===== src/rtl/sample_dec_pkg.sv =====
// Shared types and decode helper for the registered sample decoder.
package sample_dec_pkg;

    typedef enum logic {DEC_ONEHOT, DEC_THERMO} dec_mode_t;

    localparam logic HIGH = 1'b1;
    localparam logic LOW  = 1'b0;

    // Raw decode of one output bit, before polarity; code is zero-extended by the caller.
    function automatic logic dec_bit(int unsigned idx, int unsigned code, dec_mode_t mode);
        if (mode == DEC_THERMO) begin
            return idx <= code;
        end
        return idx == code;
    endfunction

endpackage


===== src/rtl/sample_skid.sv =====
// Generic 2-entry valid/ready skid register with a registered in_ready.
module sample_skid #(
    parameter int unsigned   W       = 1,
    parameter logic [W-1:0]  RST_VAL = '0
) (
    input  logic         clk,
    input  logic         reset,
    input  logic         in_valid,
    output logic         in_ready,
    input  logic [W-1:0] in_data,
    output logic         out_valid,
    input  logic         out_ready,
    output logic [W-1:0] out_data
);

    logic         main_valid_q;
    logic         skid_valid_q;
    logic [W-1:0] main_q;
    logic [W-1:0] skid_q;
    logic         load_main;

    // Main stage can take a new word when empty or when its current word leaves.
    assign load_main = !main_valid_q || out_ready;

    always_ff @(posedge clk or posedge reset) begin
        if (reset) begin
            main_valid_q <= 1'b0;
            skid_valid_q <= 1'b0;
            main_q       <= RST_VAL;
            skid_q       <= RST_VAL;
        end else if (load_main) begin
            if (skid_valid_q) begin
                main_q       <= skid_q;
                main_valid_q <= 1'b1;
                skid_valid_q <= 1'b0;
            end else if (in_valid) begin
                main_q       <= in_data;
                main_valid_q <= 1'b1;
            end else begin
                main_valid_q <= 1'b0;
            end
        end else if (in_valid && !skid_valid_q) begin
            skid_q       <= in_data;
            skid_valid_q <= 1'b1;
        end
    end

    assign in_ready  = !skid_valid_q;
    assign out_valid = main_valid_q;
    assign out_data  = main_q;

endmodule


===== src/rtl/sample_dec_pipe.sv =====
// Registered, handshaked binary decoder: combinational decode + polarity into a skid stage.
module sample_dec_pipe
    import sample_dec_pkg::*;
#(
    parameter int unsigned IN   = 4,
    parameter int unsigned OUT  = 1 << IN,
    parameter logic        ACT  = HIGH,
    parameter dec_mode_t   MODE = DEC_ONEHOT
) (
    input  logic           clk,
    input  logic           reset,
    input  logic           in_valid,
    output logic           in_ready,
    input  logic [IN-1:0]  in,
    output logic           out_valid,
    input  logic           out_ready,
    output logic [OUT-1:0] out,
    output logic           out_err
);

    localparam logic ENABLE  = ACT;
    localparam logic DISABLE = ~ACT;
    localparam logic [OUT:0] RST_VAL = {1'b0, {OUT{DISABLE}}};

    logic [OUT-1:0] dec;
    logic           err;
    logic [OUT:0]   skid_out;

    always_comb begin
        dec = {OUT{DISABLE}};
        for (int unsigned i = 0; i < OUT; i++) begin
            dec[i] = dec_bit(i, 32'(in), MODE) ? ENABLE : DISABLE;
        end
    end

    assign err = 32'(in) >= OUT;

    sample_skid #(
        .W       (OUT + 1),
        .RST_VAL (RST_VAL)
    ) u_skid (
        .clk       (clk),
        .reset     (reset),
        .in_valid  (in_valid),
        .in_ready  (in_ready),
        .in_data   ({err, dec}),
        .out_valid (out_valid),
        .out_ready (out_ready),
        .out_data  (skid_out)
    );

    assign {out_err, out} = skid_out;

endmodule


===== config.mk =====
export PLATFORM = sky130hd
export DESIGN_NAME = sample_dec_pipe
export DESIGN_NICKNAME = d
export VERILOG_FILES = /design/src/rtl/sample_dec_pkg.sv /design/src/rtl/sample_skid.sv /design/src/rtl/sample_dec_pipe.sv
export SDC_FILE = /design/constraint.sdc
export NUM_CORES = 1
export LEC_CHECK = 0
export BUFFER_PORTS_ARGS = -buffer_cell sky130_fd_sc_hd__buf_4
export CORE_MARGIN = 2
export CORE_UTILIZATION = 55
export DETAILED_ROUTE_END_ITERATION = 12
export PLACE_DENSITY = 0.85
export SYNTH_ARGS = -nofsm -noshare
export SYNTH_HDL_FRONTEND = slang
export SYNTH_SLANG_ARGS = --single-unit
export TNS_END_PERCENT = 1

===== constraint.sdc =====
create_clock -name clk -period 1.4 [get_ports clk]
set_input_delay 0.07 -clock clk [delete_from_list [all_inputs] [get_ports clk]]
set_output_delay 0.07 -clock clk [all_outputs]
set_load 0.02 [all_outputs]

==> out/results.txt, run 1 <==
synthesis-to-finish area growth - 16.57%
Via Count - 1,333
placed cell count - 212
DRC - 5
CP max FO - 27
# fillers - 211
clock slew at reported path FFs - 0.10 ns
Tmin final - 1.330 ns
Synth top cells by count - dfrtp_1, nand2_1, a21oi_1, a31oi_1
Port Buf Inserts - 25
gr usage total - 0.2271
routed length per instance - 16.23 um
chip height - 58.97 um
Hold WC Path Type - in -> reg
Initial Utilization - 0.5923
fin cells - 220
max-cap violations - 0
Main synth FF type - dfrtp_1
Leakage - 0.8417 nW
critical path type - reg -> out
Final period util - 0.9499
Root Driver - clkbuf_4
Final Hold Fails - 0
pin count of the biggest net entering global routing - 35
ys async rst share - 1.000
gp weighted congestion - 0.8116
Top Ports - 27
Iteration-0 DRC Markers - 116
status - finished, violations left
final wirelength - 3570 um
clock sink count - 34
maximum clock frequency - 752.0 MHz
post-synthesis sequential area ratio - 0.5120
postcts setup bufs - 0
Synth Cell Area - 1662 um^2
chip width - 58.97 um
Antenna Cells - 0
Congestion Overflow GR - 0
first-pass GRT wire length - 5878 um
ranking of synthesized cells by area - dfrtp_1, nand2_1, a31oi_1
ratio of cells with drive above 1 in the final layout - 0.2751
PD cells - 1173 nW/um^2
Final Skew - 0.005822 ns
Slew Limit Fails - 0
RSZ-0062 raised after global routing - false
CTS Buf Count - 5
drt first pass iters - 8
CP required - 1.33 ns
initial antenna violation count - 0
num rows - 19
Max Root-Sink Buffers - 2
DRT antenna net count - 0
Yosys top cell by area - dfrtp_1
area of the core - 2805 um^2
Mapped Cells - 166
TritonCTS clock tree - built
Yosys Warn Count - 0
Worst Setup Start Kind - register
count of different cell masters after synthesis - 28
CP arrival - 1.26 ns
syn_nets - 174
top cell type's share of synthesized area - 0.5120
setup_tns - 0 ns
# setup viols final - 0
failing checks - design-rule violations
DP HPWL - 2378 um
mean area per synthesized cell - 10.01 um^2
Worst setup EP type - primary output
H-tree levels - 2
vias per cell - 6.059
Final nets - 198
worst skew pair latency - 0.33 ns
die area - 3477 um^2
vias in the first global route - 1,259
Post-synth EDFFs - 0
maximum VDD drop - 0.0007821 V
post-synthesis register bit count - 34
-- per-layer routing --
| metal | wire, um | GRT usage | share of wire | vias up |
|---|---|---|---|---|
| met5 | 0 | 0 | 0 | - |
| met4 | 46 | 0.08117 | 0.013 | 0 |
| met3 | 225 | 0.05495 | 0.063 | 5 |
| met2 | 1699 | 0.3413 | 0.48 | 48 |
| met1 | 1599 | 0.3218 | 0.45 | 641 |
| li1 | - | - | - | 639 |
-- worst max-delay path, cell delays in order (launching register included) --
cell and delay (ns):
dfrtp_1 0.42, buf_12 0.18, clkinv_2 0.14, buf_4 0.19
-- power by group --
part / leakage, nW / internal, mW / total (mW) / switching (mW)
combinational: 0.374 / 0.243 / 0.590 / 0.347
clock: 0.0302 / 0.226 / 0.524 / 0.298
sequential: 0.437 / 1.09 / 1.16 / 0.0666
-- cells in the final DEF (no fill, tap or decap), drive strengths merged --
cell type	n
o21ai	1
o41ai	6
a21oi	16
buf	32
inv	1
or2	1
a31oi	16
clkbuf	6
conb	1
and2	1
dlygate4sd3	2
nor2	4
nand3b	4
or3	9
o31ai	9
dfrtp	34
nand2b	5
nand4bb	1
nand2	36
nand3	1
clkinv	1
nand4	2
-- final timing paths --
kind                                       end  depth (start not counted)  slack, ns                 from
min reg2reg                   u_skid.skid_q[6]                          2       0.49     u_skid.skid_q[6]
max in group asynchronous  u_skid.skid_valid_q                          4       0.72                reset
min                          u_skid.skid_q[12]                          2      0.007                in[0]
min in group asynchronous  u_skid.out_data[12]                          4       0.39                reset
max                                   in_ready                          3       0.07  u_skid.skid_valid_q
max reg2reg                   u_skid.skid_q[1]                          3       0.11  u_skid.skid_valid_q
-- per-stage QoR --
step                      area, um^2  total power [mW]  setup WS [ns]  utilization  hold slack [ns]
final                           1937             2.273        0.07021       0.6905         0.007042
after CTS                       1916             2.270        0.03201       0.6829         0.002846
after global placement          1843             1.729         0.1698       0.6570           0.1824
after detailed placement        1843             1.752        0.05641       0.6570           0.1889
after global routing            1937             2.377        0.01594       0.6905         0.003674
after floorplan                 1662             1.538         0.1162            -           0.1642
-- logic make-up after synthesis --
kind of cell           share of synthesized area
and+or+nand+nor                           0.2056
AOI/OAI and AO/OA                         0.2018
DFF                                       0.5121
buffers and inverters                    0.07830
other                                   0.002257
-- state kept, by name, summed over array words and instances, names as in the netlist --
register             cells
u_skid.out_data         16
u_skid.skid_q           16
u_skid.out_valid         1
u_skid.skid_valid_q      1
-- final cells by class --
| cell class | count | area [um^2] | area share |
|---|---|---|---|
| inverters | 2 | 8.758 | 0.004522 |
| repair buffers | 34 | 285.3 | 0.1473 |
| flip-flops and latches | 34 | 850.8 | 0.4393 |
| clock buffers | 6 | 51.30 | 0.02649 |
| well taps | 31 | 38.79 | 0.02003 |
| multi-input cells | 113 | 701.9 | 0.3624 |
-- repair_timing --
action | CTS | global route
hold buffers | 2 | 0
endpoints found under the setup margin | 1 | 2
resized for setup | 1 | 2
hold endpoints to repair | 36 | 0
(Power assumes the default switching activity.)
==> run 2, diff against run 1 <==
--- a/config.mk
+++ b/config.mk
@@ -6,9 +6,12 @@
 export NUM_CORES = 1
 export LEC_CHECK = 0
 export BUFFER_PORTS_ARGS = -buffer_cell sky130_fd_sc_hd__buf_4
+export CELL_PAD_IN_SITES_DETAIL_PLACEMENT = 1
+export CELL_PAD_IN_SITES_GLOBAL_PLACEMENT = 2
 export CORE_MARGIN = 2
-export CORE_UTILIZATION = 55
+export CORE_UTILIZATION = 35
 export DETAILED_ROUTE_END_ITERATION = 12
+export GPL_TIMING_DRIVEN = 0
 export PLACE_DENSITY = 0.85
 export SYNTH_ARGS = -nofsm -noshare
 export SYNTH_HDL_FRONTEND = slang
==> out/results.txt, run 2 (synthesis results as in run 1) <==
PD cells - 1196 nW/um^2
ratio of cells with drive above 1 in the final layout - 0.3600
critical path type - reg -> reg
maximum clock frequency - 729.3 MHz
Iteration-0 DRC Markers - 32
die area - 5314 um^2
pre-CTS setup slack - -0.05762 ns
CP Capture Point - u_skid.out_data[4]
chip width - 72.90 um
most frequent cells in the layout - dfrtp_1, nand2_1, buf_4, a31oi_1, a21oi_1
# setup viols final - 0
commonest non-fill, non-tap cell in the layout - dfrtp_1
Initial Utilization - 0.3565
Final period util - 0.9794
Top Ports - 27
Worst Hold Launch - in_valid
Hold WC Path Type - in -> reg
Crit. Startpoint - u_skid.skid_valid_q
Worst Setup Start Kind - register
pin count of the biggest net entering global routing - 35
setup ws final - 0.02891 ns
placed cell count - 242
max-cap violations - 0
Antenna Cells - 0
Sw Ratio - 0.3127
gr usage total - 0.1843
initial antenna violation count - 0
area of the core - 4661 um^2
switching power - 0.8038 mW
fin cells - 254
GRT busiest layer - met2
worst r2r dst - u_skid.out_data[4]
Seq pwr share - 0.452
synthesis-to-finish area growth - 29.37%
TritonCTS clock tree - built
Congestion Overflow GR - 0
gp weighted congestion - 0.7740
FF-to-FF path depth - 6
H-tree levels - 2
Final Skew - 0.007848 ns
met3 usage - 0.03591
vias in the first global route - 1,459
Critical Path, Cell by Cell - or2_1 -> buf_6 -> and2_4 -> buf_6 -> buf_8 -> a31oi_2
total power - 2.570 mW
clock sink count - 34
Worst path max stage delay - 0.39 ns
met1 Usage GRT - 0.2386
RSZ-0062 raised after global routing - true
Slew Limit Fails - 0
Via Count - 1,381
Final Hold Fails - 0
maximum VDD drop - 0.0003433 V
Critical Path Stages - 6
internal power - 1.767 mW
status - finished clean
final wirelength - 4576 um
met2 layer usage reported by global route - 0.3091
chip height - 72.90 um
DRC - 0
Root Driver - clkbuf_8
slowest CP cell - dfrtp_1
Buf/Inv on CP - 3
Worst setup EP type - register
R2R setup slack - 0.03 ns
Max Root-Sink Buffers - 2
vias per cell - 5.437
DP HPWL - 3194 um
worst skew pair latency - 0.28 ns
Worst R2R Start - u_skid.skid_valid_q
CTS Buf Count - 5
Port Buf Inserts - 22
CP required - 1.60 ns
CP arrival - 1.57 ns
Clock power frac - 0.290
first-pass GRT wire length - 7438 um
Design Area, Final - 2150 um^2
DRT antenna net count - 0
most numerous cell on the critical path - buf_6
logic gate share of total power - 0.258
Leakage - 0.9428 nW
Crit path max-delay family - buffers and inverters
Final nets - 207
Tmin final - 1.371 ns
clock slew at reported path FFs - 0.07 ns
placed cell area - 1894 um^2
num rows - 25
CP max FO - 10
drt first pass iters - 4
routed length per instance - 18.02 um
run 2: cell types whose count changed in the layout (fill, tap and decap cells not counted), moves of 3 or more:
cell,change
buf_2,+6
buf_4,-4
buf_6,+6
clkbuf_4,-5
clkbuf_8,+5
o31ai_1,-3
run 2: worst register-to-register path: stages (launching register included):
cell and delay, ns:
dfrtp_1 0.39, or2_1 0.22, buf_6 0.14, and2_4 0.15, buf_6 0.13, buf_8 0.14, a31oi_2 0.13
run 2: how the worst min path moves through the flow:
stage                        to  slack [ns]  depth (start not counted)
2_1_floorplan  u_skid.skid_q[3]        0.16                          1
3_3_place_gp   u_skid.out_valid        0.30                          3
3_5_place_dp   u_skid.out_valid        0.30                          3
4_1_cts        u_skid.out_valid       0.002                          3
5_1_grt        u_skid.out_valid        0.02                          3
6_report       u_skid.out_valid       0.003                          3
run 2: what timing repair did:
action                     4_1_cts  5_1_grt
pin swaps                        3        3
setup buffers                    2        0
hold endpoints to repair         0        9
gates resized for setup         12       15
hold buffers                     0        1
setup endpoints to repair       20       23
run 2: power groups by stage:
stage                     clock network (mW)  registers, mW  logic, mW
after CTS                              0.754           1.16      0.630
after floorplan                            0           1.26      0.274
after detailed placement                   0           1.18      0.603
after global routing                   0.798           1.17      0.715
after global placement                     0           1.17      0.584
final                                  0.745           1.16      0.664
run 2: stage by stage:
stage | utilization | hold WS [ns] | setup TNS [ns]
global placement | 0.4064 | 0.2971 | 0
floorplan | - | 0.1642 | 0
detailed placement | 0.4064 | 0.2987 | -0.2097
finish | 0.4612 | 0.003105 | 0
CTS | 0.4400 | 0.001614 | -0.04233
global route | 0.4612 | 0.02118 | -0.07307
run 2: metal layers:
metal	share of wire	up-vias
li1	-	660
met1	0.45	682
met2	0.50	35
met3	0.037	4
met4	0.011	0
met5	0	-
run 2: cell type report:
cell class,instances,area (um^2)
fill,532,2511
sequential,34,850.8
multi-input combinational,113,764.5
timing repair buffer,26,217.7
buffer,17,147.6
clock buffer,7,86.33
tap,54,67.56
inverter,2,10.01
clock inverter,1,5.005
